`src/rtl/adc_spi_responder_if.sv`:
```
// SPI bus between the ADC interface master and the emulated ADC responder.
interface adc_spi_responder_if;
    logic csn;
    logic sck;
    logic sdi;
    logic sdo;

    modport master (output csn, output sck, output sdi, input sdo);
    modport slave  (input csn, input sck, input sdi, output sdo);
endinterface

```
`src/rtl/adc_spi_responder.sv`:
```
// Emulates a 2-channel 8-bit SPI ADC: synchronizes the bus into sys_clk, shifts out
// {4'b0, sample, 4'b0} and captures ADD2..ADD0 from DIN to select the next channel.
module adc_spi_responder #(
    parameter int unsigned SYNC_STAGES = 2,
    parameter int unsigned FRAME_BITS  = 16
) (
    input  logic                      sys_clk,
    input  logic                      rst,
    input  logic [7:0]                ch0_data,
    input  logic [7:0]                ch1_data,
    adc_spi_responder_if.slave        spi,
    output logic                      frame_done,
    output logic                      frame_abort,
    output logic                      cur_chan,
    output logic [2:0]                addr_latched
);

    typedef enum logic [1:0] {StIdle, StArmed, StShift, StDone} state_e;

    localparam logic [4:0] LastRise = 5'(FRAME_BITS);

    logic [SYNC_STAGES-1:0] csn_sync_q;
    logic [SYNC_STAGES-1:0] sck_sync_q;
    logic [SYNC_STAGES-1:0] sdi_sync_q;
    logic                   csn_prev_q;
    logic                   sck_prev_q;

    logic csn_s, sck_s, sdi_s;
    logic csn_fall, csn_rise, sck_fall, sck_rise;

    state_e                state_q;
    logic [FRAME_BITS-1:0] frame_q;
    logic [4:0]            rise_cnt_q;
    logic [2:0]            addr_shadow_q;
    logic [2:0]            addr_latched_q;
    logic                  next_chan_q;
    logic                  cur_chan_q;
    logic                  sdo_q;
    logic                  frame_done_q;
    logic                  frame_abort_q;
    logic [7:0]            sample;

    always_ff @(posedge sys_clk) begin
        if (rst) begin
            csn_sync_q <= '0;
            sck_sync_q <= '0;
            sdi_sync_q <= '0;
            csn_prev_q <= 1'b0;
            sck_prev_q <= 1'b0;
        end else begin
            csn_sync_q[0] <= spi.csn;
            sck_sync_q[0] <= spi.sck;
            sdi_sync_q[0] <= spi.sdi;
            for (int i = 1; i < int'(SYNC_STAGES); i++) begin
                csn_sync_q[i] <= csn_sync_q[i-1];
                sck_sync_q[i] <= sck_sync_q[i-1];
                sdi_sync_q[i] <= sdi_sync_q[i-1];
            end
            csn_prev_q <= csn_s;
            sck_prev_q <= sck_s;
        end
    end

    always_comb begin
        csn_s    = csn_sync_q[SYNC_STAGES-1];
        sck_s    = sck_sync_q[SYNC_STAGES-1];
        sdi_s    = sdi_sync_q[SYNC_STAGES-1];
        csn_fall = csn_prev_q & ~csn_s;
        csn_rise = ~csn_prev_q & csn_s;
        sck_fall = sck_prev_q & ~sck_s;
        sck_rise = ~sck_prev_q & sck_s;
        sample   = next_chan_q ? ch1_data : ch0_data;
    end

    always_ff @(posedge sys_clk) begin
        if (rst) begin
            state_q        <= StIdle;
            frame_q        <= '0;
            rise_cnt_q     <= '0;
            addr_shadow_q  <= '0;
            addr_latched_q <= '0;
            next_chan_q    <= 1'b0;
            cur_chan_q     <= 1'b0;
            sdo_q          <= 1'b0;
            frame_done_q   <= 1'b0;
            frame_abort_q  <= 1'b0;
        end else begin
            frame_done_q  <= 1'b0;
            frame_abort_q <= 1'b0;
            unique case (state_q)
                StIdle: begin
                    sdo_q <= 1'b0;
                    if (csn_s) state_q <= StArmed;
                end
                StArmed: begin
                    sdo_q <= 1'b0;
                    // sck edges coincident with the csn fall are dropped here by construction
                    if (csn_fall) begin
                        state_q       <= StShift;
                        frame_q       <= {4'b0000, sample, 4'b0000};
                        sdo_q         <= 1'b0;
                        cur_chan_q    <= next_chan_q;
                        addr_shadow_q <= '0;
                        rise_cnt_q    <= '0;
                    end
                end
                StShift: begin
                    if (csn_rise) begin
                        sdo_q      <= 1'b0;
                        rise_cnt_q <= '0;
                        if (rise_cnt_q == LastRise) begin
                            state_q        <= StDone;
                            frame_done_q   <= 1'b1;
                            addr_latched_q <= addr_shadow_q;
                            next_chan_q    <= addr_shadow_q[0];
                        end else begin
                            state_q       <= StArmed;
                            frame_abort_q <= 1'b1;
                        end
                    end else if (sck_rise && (rise_cnt_q < LastRise)) begin
                        rise_cnt_q <= rise_cnt_q + 5'd1;
                        // rise_cnt_q is the 0-based index of this edge: edges 3..5 carry ADD2..ADD0
                        case (rise_cnt_q)
                            5'd2:    addr_shadow_q[2] <= sdi_s;
                            5'd3:    addr_shadow_q[1] <= sdi_s;
                            5'd4:    addr_shadow_q[0] <= sdi_s;
                            default: ;
                        endcase
                    end else if (sck_fall) begin
                        frame_q <= {frame_q[FRAME_BITS-2:0], 1'b0};
                        sdo_q   <= frame_q[FRAME_BITS-2];
                    end
                end
                StDone: begin
                    sdo_q   <= 1'b0;
                    state_q <= StArmed;
                end
                default: begin
                    sdo_q   <= 1'b0;
                    state_q <= StIdle;
                end
            endcase
        end
    end

    assign spi.sdo      = sdo_q;
    assign frame_done   = frame_done_q;
    assign frame_abort  = frame_abort_q;
    assign cur_chan     = cur_chan_q;
    assign addr_latched = addr_latched_q;

endmodule

```
`src/flat_wrapper.sv`:
```
// flat-port wrapper written by rule: the top's interface ports become plain ports
module adc_spi_responder_flat 
#(
    parameter int unsigned SYNC_STAGES = 2,
    parameter int unsigned FRAME_BITS  = 16
)
  (sys_clk, rst, ch0_data, ch1_data, frame_done, frame_abort, cur_chan, addr_latched, spi_csn, spi_sck, spi_sdi, spi_sdo);
  adc_spi_responder_if spi_i ();
  input  logic sys_clk;
  input  logic rst;
  input  logic [7:0] ch0_data;
  input  logic [7:0] ch1_data;
  output logic frame_done;
  output logic frame_abort;
  output logic cur_chan;
  output logic [2:0] addr_latched;
  input wire logic [$bits(spi_i.csn)-1:0] spi_csn;
  input wire logic [$bits(spi_i.sck)-1:0] spi_sck;
  input wire logic [$bits(spi_i.sdi)-1:0] spi_sdi;
  output wire logic [$bits(spi_i.sdo)-1:0] spi_sdo;
  assign spi_i.csn = spi_csn;
  assign spi_i.sck = spi_sck;
  assign spi_i.sdi = spi_sdi;
  assign spi_sdo = spi_i.sdo;
  adc_spi_responder #(.SYNC_STAGES(SYNC_STAGES), .FRAME_BITS(FRAME_BITS)) u_core (.sys_clk(sys_clk), .rst(rst), .ch0_data(ch0_data), .ch1_data(ch1_data), .spi(spi_i), .frame_done(frame_done), .frame_abort(frame_abort), .cur_chan(cur_chan), .addr_latched(addr_latched));
endmodule
```
`config.mk`:
```
export PLATFORM = sky130hd
export DESIGN_NAME = adc_spi_responder_flat
export DESIGN_NICKNAME = d
export VERILOG_FILES = /design/src/rtl/adc_spi_responder_if.sv /design/src/rtl/adc_spi_responder.sv /design/src/flat_wrapper.sv
export SDC_FILE = /design/constraint.sdc
export NUM_CORES = 1
export LEC_CHECK = 0
export BUFFER_PORTS_ARGS = -buffer_cell sky130_fd_sc_hd__buf_4
export CAP_MARGIN = 20
export CORE_AREA = 2 2 70 65
export DETAILED_ROUTE_END_ITERATION = 16
export DIE_AREA = 0 0 72 67
export GPL_TIMING_DRIVEN = 1
export SYNTH_ARGS = -nofsm -noshare
export SYNTH_HDL_FRONTEND = slang
export SYNTH_SLANG_ARGS = --single-unit
```
`constraint.sdc`:
```
create_clock -name sys_clk -period 2 [get_ports sys_clk]
set_input_delay 0.4 -clock sys_clk [delete_from_list [all_inputs] [get_ports sys_clk]]
set_output_delay 0.4 -clock sys_clk [all_outputs]
set_load 0.05 [all_outputs]
```
==> flow_metrics.py, run 1 <==
metrics = {
    "cts": {
        "clockBufferDepth": 2,
        "clockRootBuffer": "clkbuf_8",
        "cts_hold_buf": 0,
        "htree_levels": 2,
        "clk_pin_slew_ns": 0.07,
        "clkLatencyLatePin_ns": 0.28,
        "cts_made_buffers": 5,
        "cts.sink_count": 36,
        "cts_tree": "built",
    },
    "sta": {
        "fin_crit_sh_pct": 92.1,
        "fin_tns_setup_ns": 0,
        "setup_violations": 0,
        "timing.hold.ws_ns": 0.326,
        "timing.fmax_mhz": 543,
        "timing.final.hold_violations": 0,
        "worst_pin_slew_ns": 0.588,
        "worst_clock_skew_ns": 0.00527,
        "slew_viol_final": 0,
        "period_needed_ns": 1.84,
        "slew_headroom_pct": 60.7,
    },
    "floorplan": {
        "fp.dieArea_sq_um": 4820,
        "die_w_microns": 72,
        "coreArea_sq_um": 4050,
        "rows": 22,
        "die_height_microns": 67,
        "ioPinCount": 28,
        "initial_core_util_pct": 44.0,
    },
    "yosys": {
        "synth_commonest_cells": "36 x dfxtp_1, 22 x a21oi_1, 16 x o21ai_0",
        "ys_seq_area_share_pct": 40.5,
        "synth_ff_type": "dfxtp_1",
        "synth_seq_cells": 36,
        "netlist_area_sq_um": 1780,
        "syn_avg_cell_area_sq_um": 8.86,
        "synth_edf_count": 0,
        "ys_types": 41,
        "synth.largest_area_cell": "dfxtp_1",
        "yosysWarnings": 0,
        "syn_inst": 201,
        "ys_top_cells_by_area": "dfxtp_1 40%, a21oi_1 6.2%, ha_1 5.6%",
        "yosysMostFrequentCell": "dfxtp_1",
        "synth_top_area_share_pct": 40.5,
        "synth-async-reset-ratio_pct": 0,
        "synthesis.nets": 230,
    },
    "setup_path": {
        "critPathLaunchType": "flop",
        "crit_required_ns": 2.21,
        "endpoint_kind": "flop",
        "cp.arrival_ns": 2.05,
        "crit_chain": "inv_1, ha_1, inv_1, a21oi_1, a41oi_1, nor3_1",
        "slowest_stage": "a21oi_1",
        "crit_path_max_fanout": 5,
        "critPathMostFrequentCell": "inv_1",
        "max_stage_delay_ns": 0.39,
        "worstSetupPathType": "flop to flop",
    },
    "run_status": {
        "status": "complete, no violations",
    },
    "route": {
        "drtAntennaViolNets": 0,
        "vias": 1588,
        "initialDrtViolationCount": 101,
        "wl_mm": 4.15,
        "wire_per_inst_microns": 15.0,
        "drc": 0,
        "avgViaCountPerCell": 5.75,
        "dr.pass1.iters": 4,
    },
    "global_routing": {
        "grt_usage_pct": 18.7,
        "grt_pass1_vias": 1475,
        "antenna_found_initial": 0,
        "grt_pass1_wl_mm": 7.02,
        "overflow": 0,
        "grt_max_degree": 40,
    },
    "worst_hold_path": {
        "worstHoldPathType": "input port to flop",
    },
    "placement": {
        "gp_congestion": 0.875,
        "placedInstanceArea_sq_um": 2010,
        "portBuffers": 27,
        "dp_hpwl_mm": 2.92,
    },
    "power": {
        "p_per_area_nw_per_um2": 845,
        "ir_worst_vdd_mv": 0.450,
        "power.static_leakage_nw": 0.785,
    },
    "layout": {
        "fillers": 369,
        "drive_gt1_share_pct": 22.8,
        "design_area_sq_um": 2160,
        "layout.core_utilization_pct": 53.4,
        "antenna_cells": 0,
        "areaGrowthSynthToFinish_pct": 21.3,
        "nets": 256,
    },
    "flow_run": {
        "max_cap_viol_count": 0,
    },
}
## flip-flops by register name, indices dropped and copies added, names as in the netlist
| register | flops |
|---|---|
| u_core.sck_prev_q | 1 |
| u_core.state_q | 2 |
| u_core.sdi_sync_q | 2 |
| u_core.addr_shadow_q | 3 |
| u_core.csn_sync_q | 2 |
| u_core.spi.sdo | 1 |
| u_core.cur_chan | 1 |
| u_core.sck_sync_q | 2 |
| u_core.rise_cnt_q | 5 |
| u_core.frame_abort | 1 |
| u_core.addr_latched | 3 |
| u_core.frame_q | 11 |
| u_core.frame_done | 1 |
| u_core.csn_prev_q | 1 |
## placed cells by master (no fill, tap or decap), types with 6 or more instances in the layout
| master | count |
|---|---|
| a21oi_1 | 22 |
| nand4_1 | 7 |
| nor2b_1 | 10 |
| buf_4 | 31 |
| nor2_1 | 8 |
| mux2i_1 | 10 |
| nor3_1 | 6 |
| dfxtp_1 | 36 |
| nand2_1 | 14 |
| inv_1 | 7 |
| o21ai_0 | 16 |
| o2111ai_1 | 7 |
| ha_1 | 6 |
## routing by layer
metal  GRT usage [%]  routed length (microns)  vias up
met5               0                        0        -
li1                -                        -      779
met1            24.8                     1970      767
met3            4.54                      175        8
met2            29.3                     1950       34
met4            7.08                       57        0
## critical path, delay by kind of cell (launching register included)
| family | cells | cell delay, ns |
|---|---|---|
| AOI/OAI and AO/OA | 2 | 0.58 |
| DFF | 1 | 0.38 |
| adders and majority gates | 1 | 0.36 |
| buffers and inverters | 2 | 0.25 |
| and+or+nand+nor | 1 | 0.20 |
## worst paths after layout
path | depth (start not counted) | startpoint | end | slack [ns]
worst max-delay path | 6 | u_core.state_q[0]$_SDFFE_PP0P_ | u_core.rise_cnt_q[4]$_SDFFE_PP0P_ | 0.16
worst min-delay path | 2 | spi_sdi | u_core.sdi_sync_q[0]$_SDFF_PP0_ | 0.33
worst max register to register | 6 | u_core.state_q[0]$_SDFFE_PP0P_ | u_core.rise_cnt_q[4]$_SDFFE_PP0P_ | 0.16
worst min register to register | 1 | u_core.csn_sync_q[0]$_SDFF_PP0_ | u_core.csn_sync_q[1]$_SDFF_PP0_ | 0.44
## area by class of cell
type / count / area [sq um] / share of cell area [%]
Clock buffer: 6 / 72.6 / 3.36
Clock inverter: 2 / 35.0 / 1.62
Inverter: 9 / 33.8 / 1.56
Multi-Input combinational cell: 143 / 985 / 45.6
Sequential cell: 36 / 721 / 33.4
Tap cell: 48 / 60.1 / 2.78
Timing Repair Buffer: 32 / 253 / 11.7
## repair_timing
action	4_1_cts	5_1_grt
gates resized for setup	0	6
setup endpoints to repair	0	10
setup buffers	0	1
## stage by stage
| stage | total power, W | worst slack [ns] | std cells |
|---|---|---|---|
| 2_1_floorplan | 0.00105 | 0.287 | 201 |
| 3_3_place_gp | 0.00115 | 0.230 | 267 |
| 3_5_place_dp | 0.00117 | 0.0319 | 267 |
| 4_1_cts | 0.00179 | 0.0230 | 275 |
| 5_1_grt | 0.00192 | -0.0114 | 276 |
| 6_report | 0.00182 | 0.158 | 276 |
## where the power goes
part / switching, W / internal, W / leakage [nW]
clock: 0.000255 / 0.000370 / 0.0552
combinational: 0.000237 / 0.000178 / 0.437
sequential: 0.0000256 / 0.000760 / 0.292
## cells by family (layout without fill, tap and decap cells)
group | Yosys count | count (layout) | synth area share, %
buffers and inverters | 22 | 49 | 5.27
muxes | 11 | 11 | 6.25
and+or+nand+nor | 67 | 67 | 21.6
DFF | 36 | 36 | 40.5
adders and majority gates | 9 | 9 | 6.25
AOI/OAI and AO/OA | 56 | 56 | 20.2
(Power assumes the default switching activity.)
==> run 2: changes to the inputs <==
--- a/config.mk
+++ b/config.mk
@@ -7,10 +7,11 @@
 export LEC_CHECK = 0
 export BUFFER_PORTS_ARGS = -buffer_cell sky130_fd_sc_hd__buf_4
 export CAP_MARGIN = 20
-export CORE_AREA = 2 2 70 65
+export CORE_AREA = 2 2 74 69
 export DETAILED_ROUTE_END_ITERATION = 16
-export DIE_AREA = 0 0 72 67
+export DIE_AREA = 0 0 76 71
 export GPL_TIMING_DRIVEN = 1
+export SKIP_CTS_REPAIR_TIMING = 1
 export SYNTH_ARGS = -nofsm -noshare
 export SYNTH_HDL_FRONTEND = slang
 export SYNTH_SLANG_ARGS = --single-unit
==> run 2 against run 1 <==
  * Cell count is 7.6% higher
  * Cell area is 1.2% higher
  * Highest routed layer unchanged
  * Clock skew is 0.00058 ns higher
  * Global-route usage is 3.2 points lower
  * Largest power group unchanged
  * Sequential share of layout area down 0.40 points
  * Sequential power about the same
  * Fmax down 0.37%
  * Wire length fell by 4.2%
  * First-iteration DRC count down 8.9%
  * Clock power increased by 1%
  * Critical path type unchanged
==> flow_metrics.py, run 2 (same netlist as run 1, synthesis figures left out) <==
metrics = {
    "run_status": {
        "status": "complete, no violations",
    },
    "sta": {
        "fin_tns_setup_ns": 0,
        "slew_viol_final": 0,
        "timing.final.hold_violations": 0,
        "worst_clock_skew_ns": 0.00584,
        "slew_headroom_pct": 58.3,
        "rsz0062_at_grt": "false",
        "period_needed_ns": 1.85,
        "worst_pin_slew_ns": 0.625,
        "setup_violations": 0,
        "timing.fmax_mhz": 541,
        "fin_crit_sh_pct": 92.4,
    },
    "route": {
        "dr.pass1.iters": 4,
        "drtAntennaViolNets": 0,
        "drc": 0,
        "vias": 1556,
        "avgViaCountPerCell": 5.24,
        "wl_mm": 3.97,
        "wire_per_inst_microns": 13.4,
        "initialDrtViolationCount": 92,
    },
    "worst_hold_path": {
        "holdPathStages": 2,
        "worstHoldPathType": "input port to flop",
    },
    "floorplan": {
        "rows": 24,
        "initial_core_util_pct": 38.3,
        "die_height_microns": 71,
        "die_w_microns": 76,
        "coreArea_sq_um": 4650,
        "ioPinCount": 28,
        "fp.dieArea_sq_um": 5400,
    },
    "cts": {
        "clockBufferDepth": 2,
        "cts.sink_count": 36,
        "clkLatencyLatePin_ns": 0.29,
        "htree_levels": 2,
        "clk_pin_slew_ns": 0.07,
        "clockRootBuffer": "clkbuf_8",
        "cts_made_buffers": 5,
        "cts_tree": "built",
    },
    "global_routing": {
        "grtUsageMet1_pct": 21.9,
        "grt_usage_pct": 15.5,
        "grt_pass1_vias": 1375,
        "top_usage_layer": "met1",
        "met2_usage_pct": 21.5,
        "grt_max_degree": 40,
        "grt_pass1_wl_mm": 6.68,
        "gr-usage-met3_pct": 5.36,
        "antenna_found_initial": 0,
        "overflow": 0,
    },
    "flow_run": {
        "max_cap_viol_count": 0,
    },
    "layout": {
        "fillers": 455,
        "top_register": "u_core.frame_q",
        "largest_register_ffs": 11,
        "seq_area_sq_um": 721,
        "antenna_cells": 0,
        "multi_input_area_sq_um": 972,
        "reg.largest.list": "u_core.frame_q x11, u_core.rise_cnt_q x5",
        "final_cell_mix": "36 x buf_4, 36 x dfxtp_1, 22 x a21oi_1, 16 x o21ai_0, 14 x nand2_1",
        "areaGrowthSynthToFinish_pct": 22.8,
        "design_area_sq_um": 2190,
        "nets": 260,
        "drive_gt1_share_pct": 22.0,
    },
    "setup_path": {
        "worstSetupPathType": "flop to flop",
        "crit_required_ns": 2.20,
        "r2r_cells": 5,
        "critPathLaunchType": "flop",
        "crit_path_max_fanout": 7,
        "r2r_setup_slack_ns": 0.15,
        "endpoint_kind": "flop",
        "cp.arrival_ns": 2.05,
    },
    "placement": {
        "portBuffers": 27,
        "dp_hpwl_mm": 2.66,
        "placedInstanceArea_sq_um": 2060,
        "gp_congestion": 0.839,
    },
    "power": {
        "ir_worst_vdd_mv": 0.410,
        "p_per_area_nw_per_um2": 827,
        "power.static_leakage_nw": 0.804,
        "finalPower_w": 0.00181,
    },
}
run 2: cell count changes in the layout (fill, tap and decap cells not counted):
cell     previous run  this run
buf_4              31        36
nor4b_1             0         1
inv_2               2         1
a21o_1              0         1
nor4b_2             1         0
inv_1               7         8
ha_2                2         0
ha_1                6         8
buf_12              1         0
a21o_2              1         0
run 2: critical path, cell delays in order, from the launching register on:
cell     delay (ns)
dfxtp_1        0.38
inv_1          0.09
ha_1           0.29
maj3_2         0.34
or3_1          0.37
o32ai_1        0.28
run 2: per-layer routing:
layer  wire length [microns]  up-vias
met5                       0        -
li1                        -      786
met4                      43        0
met1                    1990      726
met2                    1710       38
met3                     224        6
run 2: path summary, 6_finish.rpt:
kind | from | end
min | spi_sdi | u_core.sdi_sync_q[0]$_SDFF_PP0_
max | u_core.state_q[1]$_SDFFE_PP0P_ | u_core.addr_shadow_q[1]$_SDFFE_PP0P_
min reg2reg | u_core.sdi_sync_q[0]$_SDFF_PP0_ | u_core.sdi_sync_q[1]$_SDFF_PP0_
max reg2reg | u_core.state_q[1]$_SDFFE_PP0P_ | u_core.addr_shadow_q[1]$_SDFFE_PP0P_
run 2: area by class of cell:
class / instances / share of cell area (%)
sequential: 36 / 33.0
clock inverter: 2 / 1.60
timing repair buffer: 36 / 12.4
inverter: 9 / 1.55
clock buffer: 6 / 3.32
tap: 65 / 3.72
multi-input combinational: 143 / 44.5
run 2: stage by stage:
stage | hold WS, ns | instances | setup slack (ns) | util [%]
floorplan | 0.414 | 201 | 0.287 | -
global placement | 0.419 | 287 | 0.128 | 44.2
detailed placement | 0.423 | 287 | 0.162 | 44.2
CTS | 0.320 | 295 | 0.125 | 46.5
global route | 0.344 | 297 | 0.0211 | 47.0
finish | 0.320 | 297 | 0.151 | 47.0
run 2: power by group:
part           switching (W)  internal (W)
clock               0.000263      0.000370
combinational       0.000222      0.000166
sequential         0.0000254      0.000760
total               0.000511       0.00130
==> run 3: changes to the inputs <==
--- a/config.mk
+++ b/config.mk
@@ -5,6 +5,7 @@
 export SDC_FILE = /design/constraint.sdc
 export NUM_CORES = 1
 export LEC_CHECK = 0
+export ABC_AREA = 1
 export BUFFER_PORTS_ARGS = -buffer_cell sky130_fd_sc_hd__buf_4
 export CAP_MARGIN = 20
 export CORE_AREA = 2 2 74 69
==> run 3 against run 2 <==
  * Critical endpoint is now u_core.frame_q[10]$_SDFFE_PP0P_
  * Clock skew down 0.0021 ns
  * Register-to-register slack better by 0.11 ns
  * Highest routed layer unchanged
  * Largest power group is now combinational logic
  * Cell area down 1.1%
  * Power up 48%
==> flow_metrics.py, run 3 <==
metrics = {
    "route": {
        "initialDrtViolationCount": 101,
        "drtAntennaViolNets": 0,
        "drc": 0,
        "avgViaCountPerCell": 4.43,
        "vias": 1640,
        "dr.pass1.iters": 4,
        "wire_per_inst_microns": 9.81,
        "wl_mm": 3.63,
    },
    "yosys": {
        "ys_types": 21,
        "yosysWarnings": 0,
        "synth_top_family_by_area": "simple AND/OR/NAND/NOR gates",
        "synth_mux_area_share_pct": 0,
        "synth_commonest_cells": "78 x nand2_1, 59 x nor2_1, 36 x dfxtp_1",
        "synth_top_area_share_pct": 40.8,
        "synth_xor_area_share_pct": 0,
        "yosysMostFrequentCell": "nand2_1",
        "yosys.area_share.simple_pct": 37.0,
        "netlist_area_sq_um": 1770,
        "synth.largest_area_cell": "dfxtp_1",
        "syn_avg_cell_area_sq_um": 6.47,
        "synth-async-reset-ratio_pct": 0,
        "ys_top_cells_by_area": "dfxtp_1 41%, nand2_1 17%, nor2_1 13%",
        "ys_seq_area_share_pct": 40.8,
        "syn_inst": 273,
        "synth_seq_cells": 36,
        "synth_edf_count": 0,
        "synth_fa_ha_area_share_pct": 5.67,
        "synth_compound_area_share_pct": 7.79,
        "synth_ff_type": "dfxtp_1",
        "synthesis.nets": 302,
    },
    "sta": {
        "period_needed_ns": 1.74,
        "rsz0062_at_grt": "false",
        "worst_clock_skew_ns": 0.00371,
        "timing.final.hold_violations": 0,
        "fin_tns_setup_ns": 0,
        "slew_headroom_pct": 75.6,
        "worst_pin_slew_ns": 0.366,
        "slew_viol_final": 0,
        "setup_violations": 0,
        "fin_crit_sh_pct": 86.8,
        "timing.fmax_mhz": 576,
    },
    "setup_path": {
        "crit_chain": "inv_1, ha_1, nand3_1, nand3_1, nor2_1, buf_4, nand2_1, nand2_1, nor2_1",
        "endpoint_kind": "flop",
        "max_stage_delay_ns": 0.38,
        "crit_required_ns": 2.19,
        "timing.rr.start": "u_core.state_q[0]$_SDFFE_PP0P_",
        "cp.arrival_ns": 1.92,
        "worstSetupPathType": "flop to flop",
        "critPathLaunchType": "flop",
        "r2r_cells": 9,
        "r2r_setup_slack_ns": 0.26,
        "crit-reg2reg-capture": "u_core.frame_q[10]$_SDFFE_PP0P_",
        "crit_path_max_fanout": 20,
        "slowest_stage": "dfxtp_1",
    },
    "global_routing": {
        "grt_max_degree": 21,
        "antenna_found_initial": 0,
        "overflow": 0,
        "grt_pass1_vias": 1455,
        "grt_usage_pct": 14.8,
        "grt_pass1_wl_mm": 6.38,
    },
    "flow_run": {
        "max_cap_viol_count": 0,
    },
    "worst_hold_path": {
        "holdPathStages": 3,
        "worstHoldPathType": "input port to flop",
        "min-delay-start": "spi_sdi",
        "min_delay_worst_endpoint": "u_core.sdi_sync_q[0]$_SDFF_PP0_",
    },
    "floorplan": {
        "initial_core_util_pct": 38.0,
        "ioPinCount": 28,
        "die_height_microns": 71,
        "fp.dieArea_sq_um": 5400,
        "die_w_microns": 76,
        "rows": 24,
        "coreArea_sq_um": 4650,
    },
    "power": {
        "ir_worst_vdd_mv": 0.566,
        "p_sw_share_pct": 37.7,
        "comb_power_share_pct": 40.3,
        "p_per_area_nw_per_um2": 1240,
        "power_switching_w": 0.00101,
        "seqPwrFrac_pct": 36.5,
        "power.static_leakage_nw": 1.02,
        "p_int_w": 0.00167,
        "clock_power_share_pct": 23.3,
    },
    "cts": {
        "clkLatencyLatePin_ns": 0.29,
        "cts.sink_count": 36,
        "htree_levels": 2,
        "clockRootBuffer": "clkbuf_8",
        "cts_made_buffers": 5,
        "cts_tree": "built",
        "clockBufferDepth": 2,
        "clk_pin_slew_ns": 0.07,
    },
    "layout": {
        "final_cell_mix": "78 x nand2_1, 59 x nor2_1, 36 x dfxtp_1, 33 x buf_4, 26 x inv_1",
        "nets": 333,
        "reg.largest.list": "u_core.frame_q x11, u_core.rise_cnt_q x5",
        "antenna_cells": 0,
        "drive_gt1_share_pct": 14.8,
        "fillers": 478,
        "final_common_cell": "nand2_1",
        "areaGrowthSynthToFinish_pct": 22.3,
        "top_register": "u_core.frame_q",
        "layout.core_utilization_pct": 46.4,
        "largest_register_ffs": 11,
    },
    "placement": {
        "gp_congestion": 0.880,
        "portBuffers": 27,
        "dp_hpwl_mm": 2.74,
    },
    "run_status": {
        "status": "complete, no violations",
    },
}
## run 3: cell types whose count changed in the layout (fill, tap and decap cells not counted), sizes merged, moves of 7 or more
| cell | previous run | this run |
|---|---|---|
| o2111ai | 7 | 0 |
| nand3 | 4 | 18 |
| nand2 | 14 | 79 |
| mux2i | 10 | 0 |
| nor2 | 8 | 60 |
| nor2b | 10 | 0 |
| inv | 9 | 29 |
| a21oi | 22 | 9 |
## run 3: logic make-up (layout without fill, tap and decap cells)
family | Yosys count | count (layout)
AND/OR/NAND/NOR | 163 | 163
flip-flops | 36 | 36
buffers and inverters | 39 | 71
AO/OA/AOI/OAI | 27 | 27
adder cells (fa/ha/maj) | 8 | 8
## run 3: worst max path at each step
stage / start / end / slack, ns / cells past startpoint
2_1_floorplan: u_core.state_q[0]$_SDFFE_PP0P_ / u_core.rise_cnt_q[0]$_SDFFE_PP0P_ / 0.55 / 6
3_3_place_gp: u_core.state_q[0]$_SDFFE_PP0P_ / u_core.frame_q[9]$_SDFFE_PP0P_ / 0.32 / 9
3_5_place_dp: u_core.state_q[0]$_SDFFE_PP0P_ / u_core.frame_q[10]$_SDFFE_PP0P_ / 0.26 / 9
4_1_cts: u_core.state_q[0]$_SDFFE_PP0P_ / u_core.frame_q[10]$_SDFFE_PP0P_ / 0.25 / 9
5_1_grt: u_core.state_q[0]$_SDFFE_PP0P_ / u_core.frame_q[11]$_SDFFE_PP0P_ / 0.04 / 9
6_report: u_core.state_q[0]$_SDFFE_PP0P_ / u_core.frame_q[10]$_SDFFE_PP0P_ / 0.26 / 9
## run 3: metrics by stage
stage                     power, W  instances  setup WS, ns  cell area (sq um)  hold WS [ns]
final                      0.00268        370         0.265               2160         0.312
after global placement     0.00207        362         0.323               2050         0.390
after global routing       0.00294        370        0.0385               2160         0.308
after floorplan            0.00182        273         0.549               1770         0.388
after CTS                  0.00271        370         0.250               2160         0.307
after detailed placement   0.00207        362         0.257               2050         0.398
## run 3: area by class of cell
type / count / area (sq um) / share of cell area [%]
multi-input combinational: 198 / 891 / 41.2
timing repair buffer: 33 / 248 / 11.5
clock inverter: 2 / 35.0 / 1.62
inverter: 30 / 113 / 5.21
tap: 65 / 81.3 / 3.76
clock buffer: 6 / 72.6 / 3.36
sequential: 36 / 721 / 33.4
## run 3: per-layer routing
metal  vias up  global-route usage, %  part of all wire (%)
li1        903                      -                     -
met1       695                   20.0                    49
met2        36                   22.6                    43
met3         6                   4.34                   5.6
met4         0                   5.45                   1.5
met5         -                      0                     0
## run 3: critical path: cells and delay by family (launching register included)
family,cells,cell delay (ns)
fa+ha+maj,1,0.33
buf+inv,2,0.33
flops,1,0.38
simple gates,6,0.60
## run 3: power by group through the flow
stage	sequential (W)	combinational [W]	clock (W)
2_1_floorplan	0.000983	0.000839	0
3_3_place_gp	0.000991	0.00108	0
3_5_place_dp	0.000994	0.00108	0
4_1_cts	0.000978	0.00109	0.000643
5_1_grt	0.00100	0.00127	0.000673
6_report	0.000978	0.00108	0.000623
